## config.mk

```make
export PLATFORM = sky130hd
export DESIGN_NAME = pci_master
export DESIGN_NICKNAME = d
export VERILOG_FILES = /design/src/rtl/pci_master.sv
export SDC_FILE = /design/constraint.sdc
export NUM_CORES = 1
export LEC_CHECK = 0
export BUFFER_PORTS_ARGS = -buffer_cell sky130_fd_sc_hd__buf_2
export CORE_MARGIN = 1
export CORE_UTILIZATION = 43
export CTS_BUF_LIST = sky130_fd_sc_hd__clkbuf_8
export CTS_CLUSTER_DIAMETER = 200
export DETAILED_ROUTE_END_ITERATION = 10
export PLACE_DENSITY_LB_ADDON = 0.3
export SYNTH_ARGS = -nofsm -noshare
export SYNTH_HDL_FRONTEND = slang
export SYNTH_SLANG_ARGS = --single-unit
```

## constraint.sdc

```tcl
create_clock -name clk -period 2.1 [get_ports clk]
set_input_delay 0 -clock clk [delete_from_list [all_inputs] [get_ports clk]]
set_output_delay 0 -clock clk [all_outputs]
set_load 0.02 [all_outputs]
```

## src/rtl/pci_master.sv

```systemverilog
// Single-data-phase PCI initiator (memory read/write), all bus outputs registered.
// Latency: ADDR 1 clk after grant seen, done pulse 1 clk after data phase ends; holds in REQ while bus busy, ignores start while busy.
module pci_master (
  input  logic        clk,
  input  logic        rst_n,
  input  logic        mst_start,
  input  logic        mst_iswrite,
  input  logic [31:0] mst_addr,
  input  logic [31:0] mst_wdata,
  input  logic [3:0]  mst_be,
  output logic        mst_busy,
  output logic        mst_done,
  output logic [31:0] mst_rdata,
  output logic [1:0]  mst_status,
  input  logic [31:0] ad_in,
  output logic [31:0] ad_out,
  output logic        ad_en,
  output logic [3:0]  cbe_out,
  output logic        cbe_en,
  output logic        par_out,
  output logic        par_en,
  input  logic        frame_in,
  output logic        frame_out,
  output logic        frame_en,
  input  logic        irdy_in,
  output logic        irdy_out,
  output logic        irdy_en,
  input  logic        trdy_in,
  input  logic        stop_in,
  input  logic        devsel_in,
  output logic        req,
  input  logic        gnt
);

  typedef enum logic [2:0] {S_IDLE, S_REQ, S_ADDR, S_DATA, S_TURN} state_t;

  typedef struct packed {
    logic        iswrite;
    logic [31:0] addr;
    logic [31:0] wdata;
    logic [3:0]  be;
  } xact_t;

  localparam logic [3:0] CMD_MEM_RD = 4'b0110;
  localparam logic [3:0] CMD_MEM_WR = 4'b0111;
  localparam logic [1:0] ST_OK      = 2'b00;
  localparam logic [1:0] ST_MABORT  = 2'b01;
  localparam logic [1:0] ST_TABORT  = 2'b10;
  localparam logic [1:0] ST_RETRY   = 2'b11;

  state_t      state_q, state_d;
  xact_t       xact_q, xact_d;
  logic [2:0]  cnt_q, cnt_d;

  logic        busy_d, done_d, ad_en_d, cbe_en_d, par_out_d, par_en_d;
  logic        frame_out_d, frame_en_d, irdy_out_d, irdy_en_d, req_d;
  logic [31:0] rdata_d, ad_out_d;
  logic [3:0]  cbe_out_d;
  logic [1:0]  status_d;
  logic        phase_end;
  logic [1:0]  phase_status;

  always_comb begin
    state_d     = state_q;
    xact_d      = xact_q;
    cnt_d       = cnt_q;
    busy_d      = mst_busy;
    done_d      = 1'b0;
    rdata_d     = mst_rdata;
    status_d    = mst_status;
    ad_out_d    = ad_out;
    ad_en_d     = ad_en;
    cbe_out_d   = cbe_out;
    cbe_en_d    = cbe_en;
    frame_out_d = frame_out;
    frame_en_d  = frame_en;
    irdy_out_d  = irdy_out;
    irdy_en_d   = irdy_en;
    req_d       = req;
    // Parity always trails the AD/CBE it covers by one clock.
    par_out_d   = ^{ad_out, cbe_out};
    par_en_d    = ad_en;
    phase_end    = 1'b0;
    phase_status = ST_OK;

    case (state_q)
      S_IDLE: begin
        if (mst_start) begin
          xact_d  = '{iswrite: mst_iswrite, addr: mst_addr, wdata: mst_wdata, be: mst_be};
          busy_d  = 1'b1;
          req_d   = 1'b0;
          state_d = S_REQ;
        end
      end
      S_REQ: begin
        if (!gnt && frame_in && irdy_in) begin
          state_d     = S_ADDR;
          frame_out_d = 1'b0;
          frame_en_d  = 1'b1;
          ad_out_d    = xact_q.addr;
          ad_en_d     = 1'b1;
          cbe_out_d   = xact_q.iswrite ? CMD_MEM_WR : CMD_MEM_RD;
          cbe_en_d    = 1'b1;
          irdy_out_d  = 1'b1;
          irdy_en_d   = 1'b1;
          req_d       = 1'b1;
        end
      end
      S_ADDR: begin
        cnt_d       = 3'd0;
        state_d     = S_DATA;
        frame_out_d = 1'b1;
        irdy_out_d  = 1'b0;
        cbe_out_d   = xact_q.be;
        if (xact_q.iswrite) begin
          ad_out_d = xact_q.wdata;
          ad_en_d  = 1'b1;
        end else begin
          ad_en_d  = 1'b0;
        end
      end
      S_DATA: begin
        if (devsel_in) cnt_d = cnt_q + 3'd1;
        // Target abort outranks everything; master abort only when nobody claimed the cycle.
        if (!stop_in && devsel_in) begin
          phase_end    = 1'b1;
          phase_status = ST_TABORT;
        end else if (!trdy_in && !devsel_in) begin
          phase_end    = 1'b1;
          phase_status = ST_OK;
        end else if (!stop_in && trdy_in) begin
          phase_end    = 1'b1;
          phase_status = ST_RETRY;
        end else if (devsel_in && cnt_q == 3'd4) begin
          phase_end    = 1'b1;
          phase_status = ST_MABORT;
        end
        if (phase_end) begin
          state_d    = S_TURN;
          frame_en_d = 1'b0;
          ad_en_d    = 1'b0;
          cbe_en_d   = 1'b0;
          irdy_out_d = 1'b1;
          done_d     = 1'b1;
          status_d   = phase_status;
          busy_d     = 1'b0;
          if (!xact_q.iswrite && phase_status == ST_OK) rdata_d = ad_in;
        end
      end
      S_TURN: begin
        irdy_en_d = 1'b0;
        state_d   = S_IDLE;
      end
      default: state_d = S_IDLE;
    endcase
  end

  always_ff @(posedge clk or negedge rst_n) begin
    if (!rst_n) begin
      state_q    <= S_IDLE;
      xact_q     <= '0;
      cnt_q      <= 3'd0;
      mst_busy   <= 1'b0;
      mst_done   <= 1'b0;
      mst_rdata  <= 32'd0;
      mst_status <= ST_OK;
      ad_out     <= 32'd0;
      ad_en      <= 1'b0;
      cbe_out    <= 4'd0;
      cbe_en     <= 1'b0;
      par_out    <= 1'b0;
      par_en     <= 1'b0;
      frame_out  <= 1'b1;
      frame_en   <= 1'b0;
      irdy_out   <= 1'b1;
      irdy_en    <= 1'b0;
      req        <= 1'b1;
    end else begin
      state_q    <= state_d;
      xact_q     <= xact_d;
      cnt_q      <= cnt_d;
      mst_busy   <= busy_d;
      mst_done   <= done_d;
      mst_rdata  <= rdata_d;
      mst_status <= status_d;
      ad_out     <= ad_out_d;
      ad_en      <= ad_en_d;
      cbe_out    <= cbe_out_d;
      cbe_en     <= cbe_en_d;
      par_out    <= par_out_d;
      par_en     <= par_en_d;
      frame_out  <= frame_out_d;
      frame_en   <= frame_en_d;
      irdy_out   <= irdy_out_d;
      irdy_en    <= irdy_en_d;
      req        <= req_d;
    end
  end

endmodule

```

==> results of run 1 <==
==> how the worst max path moves through the flow <==
stage                           from       endpoint  depth (start not counted)
after floorplan           state_q[1]      xact_q[0]                          4
after global placement    state_q[2]  mst_rdata[11]                          5
after detailed placement  state_q[2]  mst_rdata[19]                          5
after CTS                 state_q[0]  mst_status[1]                          5
after global routing      state_q[1]  mst_status[1]                          5
final                     state_q[2]  mst_status[1]                          5
==> repair_timing <==
item,in CTS,in global routing
setup buffers,0,1
setup endpoints to repair,0,1
resized for setup,0,1
hold buffers,109,0
hold endpoints to repair,194,0
==> worst register-to-register path, stage by stage, from the launching register on <==
cell	delay, ns
dfrtp_1	0.52
nand2b_4	0.24
nor2_4	0.19
nand2_1	0.14
o31ai_1	0.23
dlygate4sd3_1	0.59
==> synthesized netlist by cell type (7+ instances only) <==
library cell / n / share of area
mux2i_1: 33 / 0.050
nand2_1: 47 / 0.027
buf_2: 9 / 0.0068
mux2_4: 8 / 0.018
xnor2_1: 29 / 0.038
buf_6: 8 / 0.014
inv_1: 7 / 0.0040
nor2_1: 14 / 0.0080
dfrtp_1: 152 / 0.58
mux2_2: 93 / 0.16
o21ai_0: 37 / 0.028
==> stage by stage <==
step | instance area, sq um | cells | total power, W | util
after floorplan | 6604 | 488 | 0.009667 | -
after global placement | 7775 | 848 | 0.01112 | 0.5270
after detailed placement | 7775 | 848 | 0.01139 | 0.5270
after CTS | 9330 | 989 | 0.01416 | 0.6324
after global routing | 9339 | 990 | 0.01493 | 0.6330
final | 9339 | 990 | 0.01400 | 0.6330
==> metal layers <==
metal  vias up  wire, um  track usage  part of all wire
met5         -         0            0                 0
met1      2341      6266       0.2295              0.41
met3        32       579      0.05565             0.037
met4         0       412      0.08505             0.027
li1       2278         -            -                 -
met2       113      8213       0.3737              0.53
==> power groups by stage <==
stage               Combinational [W]  Sequential [W]  Clock [W]
finish                        0.00603         0.00541    0.00256
global route                  0.00657         0.00560    0.00276
floorplan                     0.00360         0.00607          0
global placement              0.00577         0.00535          0
CTS                           0.00613         0.00540    0.00263
detailed placement            0.00594         0.00546          0
==> area by class of cell <==
type	instances	area [sq um]
Multi-Input combinational cell	302	2516
Sequential cell	155	3884
Fill cell	1143	5415
Clock inverter	11	175.2
Timing Repair Buffer	310	2218
Clock buffer	21	289.0
Inverter	7	26.28
Tap cell	184	230.2
==> cells by family (layout without fill, tap and decap cells) <==
logic type / count (synthesis) / count (layout) / share of synthesized area
adder cells (fa/ha/maj): 2 / 2 / 0.003789
multiplexers: 134 / 134 / 0.2268
buffers and inverters: 31 / 349 / 0.03221
AO/OA/AOI/OAI: 53 / 53 / 0.04320
flip-flops: 155 / 155 / 0.5879
XOR/XNOR: 35 / 35 / 0.04850
AND/OR/NAND/NOR: 78 / 78 / 0.05760
==> placed cells by master, fill, tap and decap left out, drive strengths merged, types with 3 or more instances in the layout <==
| cell | count |
|---|---|
| mux2i | 33 |
| mux2 | 101 |
| a21oi | 7 |
| dfstp | 3 |
| bufinv | 5 |
| nor2 | 16 |
| clkbuf | 21 |
| nand3 | 6 |
| inv | 11 |
| dfrtp | 152 |
| nand2 | 47 |
| xor2 | 5 |
| nor3 | 4 |
| xnor2 | 29 |
| o21ai | 40 |
| buf | 201 |
| dlygate4sd3 | 109 |
==> flip-flops by register name (all words and copies together) (netlist names), 2 cells and up <==
signal      cells
state_q         3
cnt_q           3
mst_status      2
xact_q         69
ad_out         32
cbe_out         4
mst_rdata      32
==> results.cfg, run 1 <==
[sta]
period_share = 0.9390
fmax_ghz = 0.5071
finalWorstSetupSlack_ns = 0.1281
tightest_slew_ns = 0.5718
holdWs_ns = 0.07391
relSlewSlack = 0.6188
fin_skew_ns = 0.007358
tns_ns = 0
hold_viol_final = 0
drv_slew = 0
fin_crit_ns = 1.972
setup_viol = 0
rsz0062_at_grt = no

[worst_setup_path]
crit_fanout = 9
cp_data_required_time_ns = 2.48
rr_endpoint = mst_status[1]
ff2ff_setup_slack_ns = 0.13
endpoint_kind = flop
r2r-start = state_q[2]
critPathTopFamily = buffers and inverters
critPathMaxStageDelay_ns = 0.59
start_kind = flop
arrival_ns = 2.35
rr_worst_depth = 5
crit_slowest_cell = dlygate4sd3_1
crit_chain = nand2b_4 > nor2_4 > nand2_1 > o31ai_1 > dlygate4sd3_1
worstSetupPathType = flop to flop
crit_buf_inv = 1

[grt]
grt_pass1_wl_um = 25190
antenna_found_initial = 0
first_global_vias = 5217
grt_max_degree = 60
grtUsageTotal = 0.2068
overflow = 0

[pwr]
p_leak_nw = 4.420
p_int_w = 0.009101
power.share.sequential = 0.386
power_density_nw_per_um2 = 1499
ir_drop_v = 0.0006417
sw_frac_of_total = 0.3500
p_clk_frac = 0.183
power.switching_w = 0.004900
share_comb_of_total_power = 0.431

[worst_hold_path]
hp-class = input pin to flop
holdPathStages = 5
min_to = state_q[1]
min_from = frame_in

[job]
max_cap_violations = 0

[die]
die_x_um = 125.9
coreArea_sq_um = 14750
start_util = 0.4476
row_count = 44
die_area_sq_um = 15860
dieHeight_um = 125.9
ios = 191

[clock_network]
htreeDepth = 4
clkTransAtPathRegs_ns = 0.08
cts_sinks = 155
cts_buffers = 17
clockRootBuffer = clkbuf_8
cts_tree = yes
insertion_delay_ns = 0.45
cts_buffer_depth = 2

[synth]
synth-seq-cells = 155
postSynthAreaPerCell_sq_um = 13.53
ys_warn_count = 0
synthFlopType = dfrtp_1
synth_edf_count = 0
synth.yosys.seq_area_share = 0.5879
syn-cell-area_sq_um = 6604
syn_inst = 488
syn-num-nets = 600
yosys.cell_types.count = 35
synthArstFlopShare = 1.000

[status]
status = finished clean

[placed_design]
portBuffers = 190
place_ws_ns = 0.2473
dp_hpwl_um = 10060
gp_congestion = 0.8146

[route]
dr.first_iter.drc_count = 154
vias = 4764
via_per_inst = 4.812
drt-total-wl_um = 15470
wl_per_cell_um = 15.63
drtPass1Iterations = 4
drc = 0
drtAntennaViolNets = 0

[final_layout]
area_delta_synth_final_pct = 41.42
drive_above_1_share = 0.4231
nNetsFinal = 905
antenna_cells = 0
Note: power is estimated with default switching activity, not from simulation.
==> run 2: changes to the inputs <==
--- a/config.mk
+++ b/config.mk
@@ -5,12 +5,12 @@
 export SDC_FILE = /design/constraint.sdc
 export NUM_CORES = 1
 export LEC_CHECK = 0
-export BUFFER_PORTS_ARGS = -buffer_cell sky130_fd_sc_hd__buf_2
 export CORE_MARGIN = 1
 export CORE_UTILIZATION = 43
 export CTS_BUF_LIST = sky130_fd_sc_hd__clkbuf_8
 export CTS_CLUSTER_DIAMETER = 200
 export DETAILED_ROUTE_END_ITERATION = 10
+export DONT_BUFFER_PORTS = 1
 export PLACE_DENSITY_LB_ADDON = 0.3
 export SYNTH_ARGS = -nofsm -noshare
 export SYNTH_HDL_FRONTEND = slang
==> results.cfg, run 2 (synthesized netlist as in run 1, its figures left out) <==
[worst_setup_path]
rr_worst_depth = 5
crit_fanout = 9
r2r-start = state_q[2]
arrival_ns = 2.35
ff2ff_setup_slack_ns = 0.13
rr_endpoint = mst_status[1]
critPathCapture = mst_status[1]
cp_data_required_time_ns = 2.48
start_kind = flop
endpoint_kind = flop
crit_start = state_q[2]
worstSetupPathType = flop to flop

[worst_hold_path]
hp-class = input pin to asynchronous set/reset pin

[route]
drtPass1Iterations = 4
dr.first_iter.drc_count = 139
via_per_inst = 5.109
drt-total-wl_um = 14290
wl_per_cell_um = 17.86
vias = 4087
drtAntennaViolNets = 0
drc = 0

[grt]
grtUsageTotal = 0.1942
grt_max_degree = 156
antenna_found_initial = 0
overflow = 0
first_global_vias = 4508
grt_pass1_wl_um = 23530

[placed_design]
dp_hpwl_um = 8990
portBuffers = 0
gp_congestion = 0.7488
place_ws_ns = 0.1326
post_dp_cell_area_sq_um = 6778

[status]
status = finished, violations left
failed_checks = hold timing

[die]
coreArea_sq_um = 14750
die_x_um = 125.9
row_count = 44
die_area_sq_um = 15860
ios = 191
dieHeight_um = 125.9
start_util = 0.4476

[sta]
finalWorstSetupSlack_ns = 0.1350
hold_viol_final = 155
holdWs_ns = -0.7574
tightest_slew_ns = 0.4464
drv_slew = 0
period_share = 0.9357
setup_viol = 0
fin_crit_ns = 1.965
relSlewSlack = 0.7024
rsz0062_at_grt = yes
fin_skew_ns = 0.01023
fmax_ghz = 0.5089

[final_layout]
mostFrequentLayoutCells = 152 x dfrtp_1, 110 x dlygate4sd3_1, 93 x mux2_2
drive_above_1_share = 0.2468
final_common_cell = dfrtp_1
nNetsFinal = 715
biggestRegsByFlops = xact_q (69), ad_out (32), mst_rdata (32)
area_delta_synth_final_pct = 25.67
final_cell_area_sq_um = 8299
largest_reg_flops = 69
antenna_cells = 0
regMostFlops = xact_q

[pwr]
power_density_nw_per_um2 = 1550
p_leak_nw = 3.567
ir_drop_v = 0.0008148

[clock_network]
cts_buffer_depth = 2
cts_buffers = 17
htreeDepth = 4
clkTransAtPathRegs_ns = 0.08
clockRootBuffer = clkbuf_8
insertion_delay_ns = 0.45
cts_tree = yes
cts_sinks = 155
ctsHoldBuffers = 111

[job]
max_cap_violations = 0
-- run 2: timing repair --
| item | 4_1_cts | 5_1_grt |
|---|---|---|
| endpoints found under the setup margin | 0 | 3 |
| buffers inserted | 0 | 1 |
| endpoints found under the hold margin | 267 | 155 |
| resized for setup | 0 | 3 |
-- run 2: area by class of cell --
class	count	area, sq um
timing repair buffer	120	1244
sequential	155	3882
inverter	7	26.28
multi-input combinational	302	2527
tap	184	230.2
fill	1220	6455
clock inverter	13	127.6
clock buffer	19	261.5
-- run 2: where the power goes --
group / internal, W / switching [W]
clock: 0.00110 / 0.00109
combinational: 0.00259 / 0.00166
sequential: 0.00444 / 0.00197
total: 0.00814 / 0.00472
-- run 2: worst min-delay path by stage --
stage / slack (ns) / endpoint / from
detailed placement: -0.29 / xact_q[21] / rst_n
floorplan: -0.30 / ad_en / rst_n
finish: -0.76 / xact_q[21] / rst_n
CTS: -0.80 / xact_q[21] / rst_n
global placement: -0.29 / xact_q[23] / rst_n
global route: -0.80 / xact_q[21] / rst_n
-- run 2: stage by stage --
step | instances | power [W] | setup TNS [ns] | util | hold WS, ns
6_report | 800 | 0.01286 | 0 | 0.5625 | -0.7574
5_1_grt | 800 | 0.01382 | -0.02151 | 0.5625 | -0.8024
4_1_cts | 799 | 0.01298 | 0 | 0.5611 | -0.7971
3_5_place_dp | 656 | 0.01055 | 0 | 0.4594 | -0.2930
3_3_place_gp | 656 | 0.01036 | 0 | 0.4594 | -0.2928
2_1_floorplan | 488 | 0.009667 | 0 | - | -0.2956
-- run 2: per-layer routing --
metal | vias to the layer above | wire length (um) | global-route usage | share of wire
met3 | 18 | 709 | 0.05650 | 0.050
met5 | - | 0 | 0 | 0
li1 | 1904 | - | - | -
met2 | 101 | 7551 | 0.3295 | 0.53
met4 | 0 | 290 | 0.09072 | 0.020
met1 | 2064 | 5740 | 0.2272 | 0.40
-- run 2: worst max-delay path, stage by stage (launching register included) --
cell and delay (ns):
dfrtp_1 0.52, nand2b_4 0.24, nor2_4 0.20, nand2_1 0.16, o31ai_1 0.21, dlygate4sd3_1 0.57
==> run 3: changes to the inputs <==
--- a/config.mk
+++ b/config.mk
@@ -7,7 +7,6 @@
 export LEC_CHECK = 0
 export CORE_MARGIN = 1
 export CORE_UTILIZATION = 43
-export CTS_BUF_LIST = sky130_fd_sc_hd__clkbuf_8
 export CTS_CLUSTER_DIAMETER = 200
 export DETAILED_ROUTE_END_ITERATION = 10
 export DONT_BUFFER_PORTS = 1
==> results.cfg, run 3 (synthesized netlist as in run 1, its figures left out) <==
[grt]
grtUsageTotal = 0.1946
overflow = 0
grt_max_degree = 156
first_global_vias = 4467
grt_pass1_wl_um = 23630
antenna_found_initial = 0

[worst_setup_path]
crit_fanout = 9
arrival_ns = 2.31
r2r-start = state_q[2]
rr_endpoint = mst_status[1]
crit_slowest_cell = dlygate4sd3_1
worstSetupPathType = flop to flop
crit_buf_inv = 1
ff2ff_setup_slack_ns = 0.14
cp_data_required_time_ns = 2.45
start_kind = flop
critPathMaxStageDelay_ns = 0.57
critPathTopFamily = simple AND/OR/NAND/NOR gates
crit_chain = nand2b_4 > nor2_4 > nand2_1 > o31ai_1 > dlygate4sd3_1
endpoint_kind = flop
rr_worst_depth = 5

[route]
topRoutingLayerUsed = met4
drtAntennaViolNets = 0
drtPass1Iterations = 4
dr_wl_met2_um = 7595
dr.first_iter.drc_count = 122
wl_per_cell_um = 17.96
drc = 0
wl_met1_um = 5799
via_per_inst = 5.122
drt-total-wl_um = 14300
vias = 4077
dr_wl_met3_um = 702

[clock_network]
ctsHoldBuffers = 108
htreeDepth = 4
insertion_delay_ns = 0.42
cts_buffers = 17
clkTransAtPathRegs_ns = 0.06
cts_setup_buffers = 0
cts_sinks = 155
clockRootBuffer = clkbuf_16
cts_tree = yes
cts_buffer_depth = 2

[sta]
fin_skew_ns = 0.006708
drv_slew = 0
tns_ns = 0
rsz0062_at_grt = no
period_share = 0.9331
fmax_ghz = 0.5103
setup_viol = 0
relSlewSlack = 0.7300
fin_crit_ns = 1.960
holdWs_ns = -0.7280
tightest_slew_ns = 0.4050
hold_viol_final = 155

[placed_design]
dp_hpwl_um = 8990
portBuffers = 0
gp_congestion = 0.7488

[final_layout]
drive_above_1_share = 0.2467
fillers = 1202
area_delta_synth_final_pct = 27.93
antenna_cells = 0
final_common_cell = dfrtp_1
largest_reg_flops = 69
nNetsFinal = 711
mostFrequentLayoutCells = 151 x dfrtp_1, 108 x dlygate4sd3_1, 93 x mux2_2
fin_util = 0.5726
regMostFlops = xact_q
biggestRegsByFlops = xact_q (69), ad_out (32), mst_rdata (32)

[die]
die_x_um = 125.9
row_count = 44
coreArea_sq_um = 14750
ios = 191
start_util = 0.4476
die_area_sq_um = 15860
dieHeight_um = 125.9

[pwr]
p_leak_nw = 3.624
power_density_nw_per_um2 = 1615
ir_drop_v = 0.0008150
finalPower_w = 0.01364

[status]
failed_checks = hold timing
status = finished, violations left

[worst_hold_path]
hp-class = input pin to asynchronous set/reset pin

[job]
max_cap_violations = 0
[run 3: cell types whose count changed in the layout (fill, tap and decap cells not counted)]
cell	change
buf_4	-1
a21oi_1	+1
dlymetal6s4s_1	-1
dfrtp_1	-1
a21oi_2	-1
inv_1	-2
dfrtp_2	+1
clkbuf_16	+17
clkbuf_8	-17
clkbuf_1	+2
dlygate4sd3_1	-2
[run 3: per-stage QoR]
step / hold slack (ns) / std cells / instance area, sq um / worst slack, ns
after floorplan: -0.2956 / 488 / 6604 / 0.3731
after global placement: -0.2928 / 656 / 6778 / 0.1331
after detailed placement: -0.2930 / 656 / 6778 / 0.1326
after CTS: -0.7456 / 796 / 8439 / 0.1212
after global routing: -0.7564 / 796 / 8448 / 0.002030
final: -0.7280 / 796 / 8448 / 0.1404
[run 3: worst max path at each step]
stage	startpoint	end	slack (ns)	depth (start not counted)
3_5_place_dp	ad_out[22]	par_out	0.13	5
6_report	state_q[2]	mst_status[1]	0.14	5
5_1_grt	cnt_q[0]	mst_status[1]	0.002	7
3_3_place_gp	ad_out[22]	par_out	0.13	5
4_1_cts	ad_out[22]	par_out	0.12	5
2_1_floorplan	state_q[1]	xact_q[0]	0.37	4
[run 3: repair_timing]
item                       CTS  global route
gates resized for setup      0             2
hold endpoints to repair   265           155
setup endpoints to repair    0             2
[run 3: per-layer routing]
layer	track usage	vias up
li1	-	1901
met3	0.05990	14
met5	0	-
met4	0.07158	0
met2	0.3351	100
met1	0.2286	2062
[run 3: cell type report]
type,count,area [sq um],area share
inverter,7,26.28,0.003110
clock inverter,11,120.1,0.01422
sequential,155,3884,0.4597
timing repair buffer,116,1204,0.1425
multi-input combinational,302,2524,0.2987
clock buffer,21,460.4,0.05450
tap,184,230.2,0.02725
[run 3: where the power goes]
part / switching (W) / total, W / internal, W
Sequential: 0.00197 / 0.00643 / 0.00445
Combinational: 0.00165 / 0.00422 / 0.00257
Clock: 0.00119 / 0.00300 / 0.00181
